## config.mk

```make
export PLATFORM = sky130hd
export DESIGN_NAME = regfile_wb_scheduler
export DESIGN_NICKNAME = d
export VERILOG_FILES = /design/src/rtl/regfile_wb_scheduler_pkg.sv /design/src/rtl/regfile_wb_scheduler_rr_arbiter_2.sv /design/src/rtl/regfile_wb_scheduler.sv
export SDC_FILE = /design/constraint.sdc
export NUM_CORES = 1
export LEC_CHECK = 0
export ABC_AREA = 1
export CAP_MARGIN = 10
export CORE_MARGIN = 2
export CORE_UTILIZATION = 47
export CTS_CLUSTER_DIAMETER = 100
export DETAILED_ROUTE_END_ITERATION = 7
export GPL_TIMING_DRIVEN = 0
export PLACE_DENSITY = 0.87
export SETUP_SLACK_MARGIN = 0.02
export SLEW_MARGIN = 15
export SYNTH_ARGS = -nofsm -noshare
export SYNTH_HDL_FRONTEND = slang
export SYNTH_SLANG_ARGS = --single-unit
```

## constraint.sdc

```tcl
create_clock -name clk -period 4.4 [get_ports clk]
set_clock_uncertainty 0.05 [all_clocks]
set_input_delay 0.88 -clock clk [delete_from_list [all_inputs] [get_ports clk]]
set_output_delay 0.88 -clock clk [all_outputs]
set_load 0.02 [all_outputs]
```

## src/rtl/regfile_wb_scheduler_pkg.sv

```systemverilog
// Shared core constants for the register-file writeback scheduler.
// Defaults for the datapath geometry and the requester indices used by the arbiter.
package regfile_wb_scheduler_pkg;

  localparam int REG_COUNT_DEF  = 32;
  localparam int DATA_WIDTH_DEF = 32;
  localparam int ADDR_WIDTH_DEF = 5;

  localparam int REQ_ALU = 0;
  localparam int REQ_LSU = 1;

  typedef enum logic {
    LAST_ALU = 1'b0,
    LAST_LSU = 1'b1
  } last_grant_e;

endpackage

```

## src/rtl/regfile_wb_scheduler_rr_arbiter_2.sv

```systemverilog
// Two-way round-robin arbiter: grant is combinational from the requests and the
// last-granted pointer, which only moves when the granted request is accepted.
module rr_arbiter_2
  import regfile_wb_scheduler_pkg::*;
(
  input  logic       clk,
  input  logic       reset,
  input  logic [1:0] req,
  input  logic       advance,
  output logic [1:0] grant
);

  last_grant_e last_r;

  // Grant selection; on contention favour whoever did not win last time
  always_comb begin
    grant = 2'b00;
    case (req)
      2'b01:   grant = 2'b01;
      2'b10:   grant = 2'b10;
      2'b11: begin
        if (last_r == LAST_LSU) begin
          grant = 2'b01;
        end else begin
          grant = 2'b10;
        end
      end
      default: grant = 2'b00;
    endcase
  end

  // Pointer register, reset so that the ALU requester wins the first contention
  always_ff @(posedge clk) begin
    if (reset) begin
      last_r <= LAST_LSU;
    end else if (advance) begin
      last_r <= grant[REQ_LSU] ? LAST_LSU : LAST_ALU;
    end else begin
      last_r <= last_r;
    end
  end

endmodule

```

## src/rtl/regfile_wb_scheduler.sv

```systemverilog
// Arbitrates ALU and load writebacks onto a single registered register-file write
// port and tracks in-flight destinations in a pending scoreboard for hazard queries.
module regfile_wb_scheduler
  import regfile_wb_scheduler_pkg::*;
#(
  parameter int REG_COUNT  = REG_COUNT_DEF,
  parameter int DATA_WIDTH = DATA_WIDTH_DEF,
  parameter int ADDR_WIDTH = ADDR_WIDTH_DEF
) (
  input  logic                  clk,
  input  logic                  reset,
  input  logic                  wb0_valid,
  input  logic [ADDR_WIDTH-1:0] wb0_rd,
  input  logic [DATA_WIDTH-1:0] wb0_data,
  output logic                  wb0_ready,
  input  logic                  wb1_valid,
  input  logic [ADDR_WIDTH-1:0] wb1_rd,
  input  logic [DATA_WIDTH-1:0] wb1_data,
  output logic                  wb1_ready,
  output logic                  rf_write_enable,
  output logic [ADDR_WIDTH-1:0] rf_rd,
  output logic [DATA_WIDTH-1:0] rf_write_data,
  input  logic                  issue_valid,
  input  logic [ADDR_WIDTH-1:0] issue_rd,
  input  logic [ADDR_WIDTH-1:0] rs1,
  input  logic [ADDR_WIDTH-1:0] rs2,
  output logic                  rs1_busy,
  output logic                  rs2_busy,
  output logic [REG_COUNT-1:0]  pending
);

  logic [1:0]            grant_s;
  logic                  transfer_s;
  logic [ADDR_WIDTH-1:0] sel_rd_s;
  logic [DATA_WIDTH-1:0] sel_data_s;
  logic [REG_COUNT-1:0]  set_mask_s;
  logic [REG_COUNT-1:0]  clear_mask_s;
  logic [REG_COUNT-1:0]  pending_next_s;
  logic [REG_COUNT-1:0]  pending_r;
  logic                  rf_write_enable_r;
  logic [ADDR_WIDTH-1:0] rf_rd_r;
  logic [DATA_WIDTH-1:0] rf_write_data_r;

  rr_arbiter_2 u_arb (
    .clk     (clk),
    .reset   (reset),
    .req     ({wb1_valid, wb0_valid}),
    .advance (transfer_s),
    .grant   (grant_s)
  );

  assign wb0_ready       = grant_s[REQ_ALU];
  assign wb1_ready       = grant_s[REQ_LSU];
  assign transfer_s      = |grant_s;
  assign rf_write_enable = rf_write_enable_r;
  assign rf_rd           = rf_rd_r;
  assign rf_write_data   = rf_write_data_r;
  assign pending         = pending_r;
  assign rs1_busy        = pending_r[rs1];
  assign rs2_busy        = pending_r[rs2];

  // Route the granted requester onto the write path
  always_comb begin
    sel_rd_s   = wb0_rd;
    sel_data_s = wb0_data;
    if (grant_s[REQ_LSU]) begin
      sel_rd_s   = wb1_rd;
      sel_data_s = wb1_data;
    end else begin
      sel_rd_s   = wb0_rd;
      sel_data_s = wb0_data;
    end
  end

  // Scoreboard next state: clear on the write edge, then set on issue so set wins
  always_comb begin
    set_mask_s   = {REG_COUNT{1'b0}};
    clear_mask_s = {REG_COUNT{1'b0}};
    if (issue_valid && (issue_rd != {ADDR_WIDTH{1'b0}})) begin
      set_mask_s[issue_rd] = 1'b1;
    end else begin
      set_mask_s = {REG_COUNT{1'b0}};
    end
    if (rf_write_enable_r) begin
      clear_mask_s[rf_rd_r] = 1'b1;
    end else begin
      clear_mask_s = {REG_COUNT{1'b0}};
    end
    pending_next_s    = (pending_r & ~clear_mask_s) | set_mask_s;
    pending_next_s[0] = 1'b0;
  end

  // Registered write port; x0 transfers are consumed without a write
  always_ff @(posedge clk) begin
    if (reset) begin
      rf_write_enable_r <= 1'b0;
      rf_rd_r           <= {ADDR_WIDTH{1'b0}};
      rf_write_data_r   <= {DATA_WIDTH{1'b0}};
    end else if (transfer_s && (sel_rd_s != {ADDR_WIDTH{1'b0}})) begin
      rf_write_enable_r <= 1'b1;
      rf_rd_r           <= sel_rd_s;
      rf_write_data_r   <= sel_data_s;
    end else begin
      rf_write_enable_r <= 1'b0;
      rf_rd_r           <= rf_rd_r;
      rf_write_data_r   <= rf_write_data_r;
    end
  end

  // Pending scoreboard register
  always_ff @(posedge clk) begin
    if (reset) begin
      pending_r <= {REG_COUNT{1'b0}};
    end else begin
      pending_r <= pending_next_s;
    end
  end

endmodule

```

==> flow_summary.yaml <==
sta:
  finalSetupViolations: 0
  slew_violations: 0
  max_freq_mhz: 241
  relSlewSlack: 0.304
  setup_ws_ns: 0.249
  hold_violations: 0
  tns_ns: 0
  rsz0062_at_grt: "false"
  worstMarginPinSlew_ns: 1.04
  period_share: 0.943
  period_minus_slack_ns: 4.15
layout:
  diodes: 0
  utilization: 0.700
  fillers: 707
  layout-drive-gt1-share: 0.0486
  design_area_um2: 6010
  area_growth_pct: 47.0
  fin_nets: 955
synth:
  synthMostInstantiatedCell: "nand2_1"
  avgSynthCellArea_um2: 5.95
  synth_top_flop_cell: "dfxtp_1"
  syn_area_um2: 4090
  ys_top_cells_by_area: "dfxtp_1, nand2_1, nand3_1, nor2_1, inv_1"
  synth_area_leader_cell: "dfxtp_1"
  ys_ff_latch: 70
  yosysWarnings: 0
  netlist_instances: 687
  synth_common_cells: "nand2_1, nand3_1, nor2_1"
  ys_seq_area_frac: 0.343
  synth_edf_count: 0
  async_flop_share: 0
  ys_types: 26
  synth_top_area_share: 0.343
  syn_nets: 781
clock_network:
  clk_pin_slew_ns: 0.07
  cts.path.max_buffers: 2
  cts_hold_buffers: 0
  cts_buffers: 9
  cts_resized: 0
  cts_root_buffer: "clkbuf_8"
  cts_sinks: 70
  htreeDepth: 3
  post_cts_buffers: 0
  cts_tree: "yes"
  clock_latency_ns: 0.34
grt:
  grt_max_degree: 12
  grt_pass1_wl_um: 22400
  grt_pass1_vias: 4854
  grt-ovfl-total: 0
  grtUsageTotal: 0.287
  antenna_found_initial: 0
power_and_ir_drop:
  vdd_drop_max_v: 0.000130
  power.internal_w: 0.00108
  swShare: 0.321
  combPwrFrac: 0.287
  p_seq_frac: 0.439
  power_frac_clock: 0.274
  p_per_area_nw_per_um2: 264
  static-leakage-power_nw: 2.77
  netSwitchingPower_w: 0.000509
drt:
  drt-initial-drc-count: 278
  ant_nets: 0
  highest_layer: "met4"
  wl_per_cell_um: 13.8
  wl_met3_um: 1330
  num_vias: 4975
  drt-vias-per-instance: 5.11
  totalWireLength_um: 13500
  wl_met1_um: 5060
  dr_wl_met2_um: 6820
  dr.pass1.iters: 5
  drcViolationCount: 0
worst_setup_path:
  start_kind: "input pin"
  cp.required_ns: 3.47
  cp_max_fo: 10
  r2r_setup_slack_ns: 2.68
  worstPathArrival_ns: 3.22
  r2r_end: "rf_write_data[24]"
  r2r-start: "u_arb.last_r"
  crit_type: "input pin to primary output"
  reg2regPathDepth: 9
  endpoint_kind: "primary output"
die:
  rows: 34
  core_region_area_um2: 8590
  die_height_um: 97.3
  ioPinCount: 168
  die_area_um2: 9460
  die_x_um: 97.3
  start_util: 0.476
outcome:
  status: "finished, final reports clean"
placement:
  io_buffers: 163
  gp_congestion: 0.963
  hpwl_um: 10800
  post-place-ws_ns: 0.275
  dpl-instance-area_um2: 5860
run:
  cap_violations: 0
min_path:
  min_from: "rf_write_data[27]"
  hold_path_class: "flip-flop to flip-flop"
  min_delay_path_depth: 2
  whs_endpoint: "rf_write_data[27]"
==> sequential cells by signal (all words and copies together) (netlist names) <==
signal	flops
u_arb.last_r	1
rf_rd	5
rf_write_enable	1
pending	31
rf_write_data	32
==> per-layer routing <==
| layer | vias to the layer above | track usage |
|---|---|---|
| met1 | 2192 | 0.315 |
| met2 | 246 | 0.520 |
| li1 | 2512 | - |
| met3 | 25 | 0.0906 |
| met4 | 0 | 0.104 |
| met5 | - | 0 |
==> worst max path at each step <==
| stage | startpoint | endpoint | slack, ns | depth (start not counted) |
|---|---|---|---|---|
| after global placement | rs2[0] | rs2_busy | 0.33 | 11 |
| after global routing | rs2[0] | rs2_busy | 0.05 | 11 |
| after CTS | rs2[0] | rs2_busy | 0.25 | 11 |
| final | rs2[0] | rs2_busy | 0.25 | 11 |
| after detailed placement | rs2[0] | rs2_busy | 0.27 | 11 |
| after floorplan | rs1[0] | rs1_busy | 1.67 | 9 |
==> cell usage in the layout, fill, tap and decap left out, types with 2 or more instances in the layout <==
master and n:
inv_2 2, nand3_1 92, clkinv_2 4, clkdlybuf4s50_1 163
nor2_1 76, nor3_1 13, nand3_2 4, clkbuf_1 18
o21ai_0 32, buf_6 3, buf_2 7, clkinv_1 2
dfxtp_1 70, nand3b_1 2, nand2_1 250, buf_1 2
nand2_2 5, clkbuf_8 9, inv_1 63, nand2_4 2
a21oi_1 31, o211ai_1 7
==> critical path: stages <==
cell	delay, ns
clkdlybuf4s50_1	0.57
clkinv_1	0.27
clkbuf_1	0.31
nand2_1	0.13
o211ai_1	0.10
nand3_1	0.10
nand3_1	0.09
nand2_1	0.08
nand2_1	0.05
nand2_1	0.05
clkdlybuf4s50_1	0.59
==> stage by stage <==
stage,power [W],instances,hold WS (ns)
after global routing,0.00167,973,0.457
after global placement,0.00116,958,0.413
after CTS,0.00159,973,0.440
final,0.00159,973,0.434
after floorplan,0.000945,687,0.428
after detailed placement,0.00116,958,0.421
==> final cells by class <==
cell class	count	area, µm²	share of cell area
inverters	67	251	0.0418
clock inverters	5	27.5	0.00458
multi-input cells	519	2270	0.378
clock buffers	10	128	0.0212
repair buffers	163	1630	0.271
plain buffers	31	163	0.0271
flip-flops and latches	70	1400	0.233
well taps	108	135	0.0225
==> power by group through the flow <==
stage / sequential, W / combinational, W / clock [W]
2_1_floorplan: 0.000750 / 0.000195 / 0
5_1_grt: 0.000702 / 0.000502 / 0.000464
3_5_place_dp: 0.000712 / 0.000453 / 0
3_3_place_gp: 0.000710 / 0.000447 / 0
4_1_cts: 0.000697 / 0.000455 / 0.000440
6_report: 0.000698 / 0.000456 / 0.000434
==> cells by family after synthesis <==
group / share of synthesized area
compound gates: 0.0918
buf+inv: 0.101
simple gates: 0.463
flops: 0.343
other cells: 0.000917
Note: power is estimated with default switching activity, not from simulation.
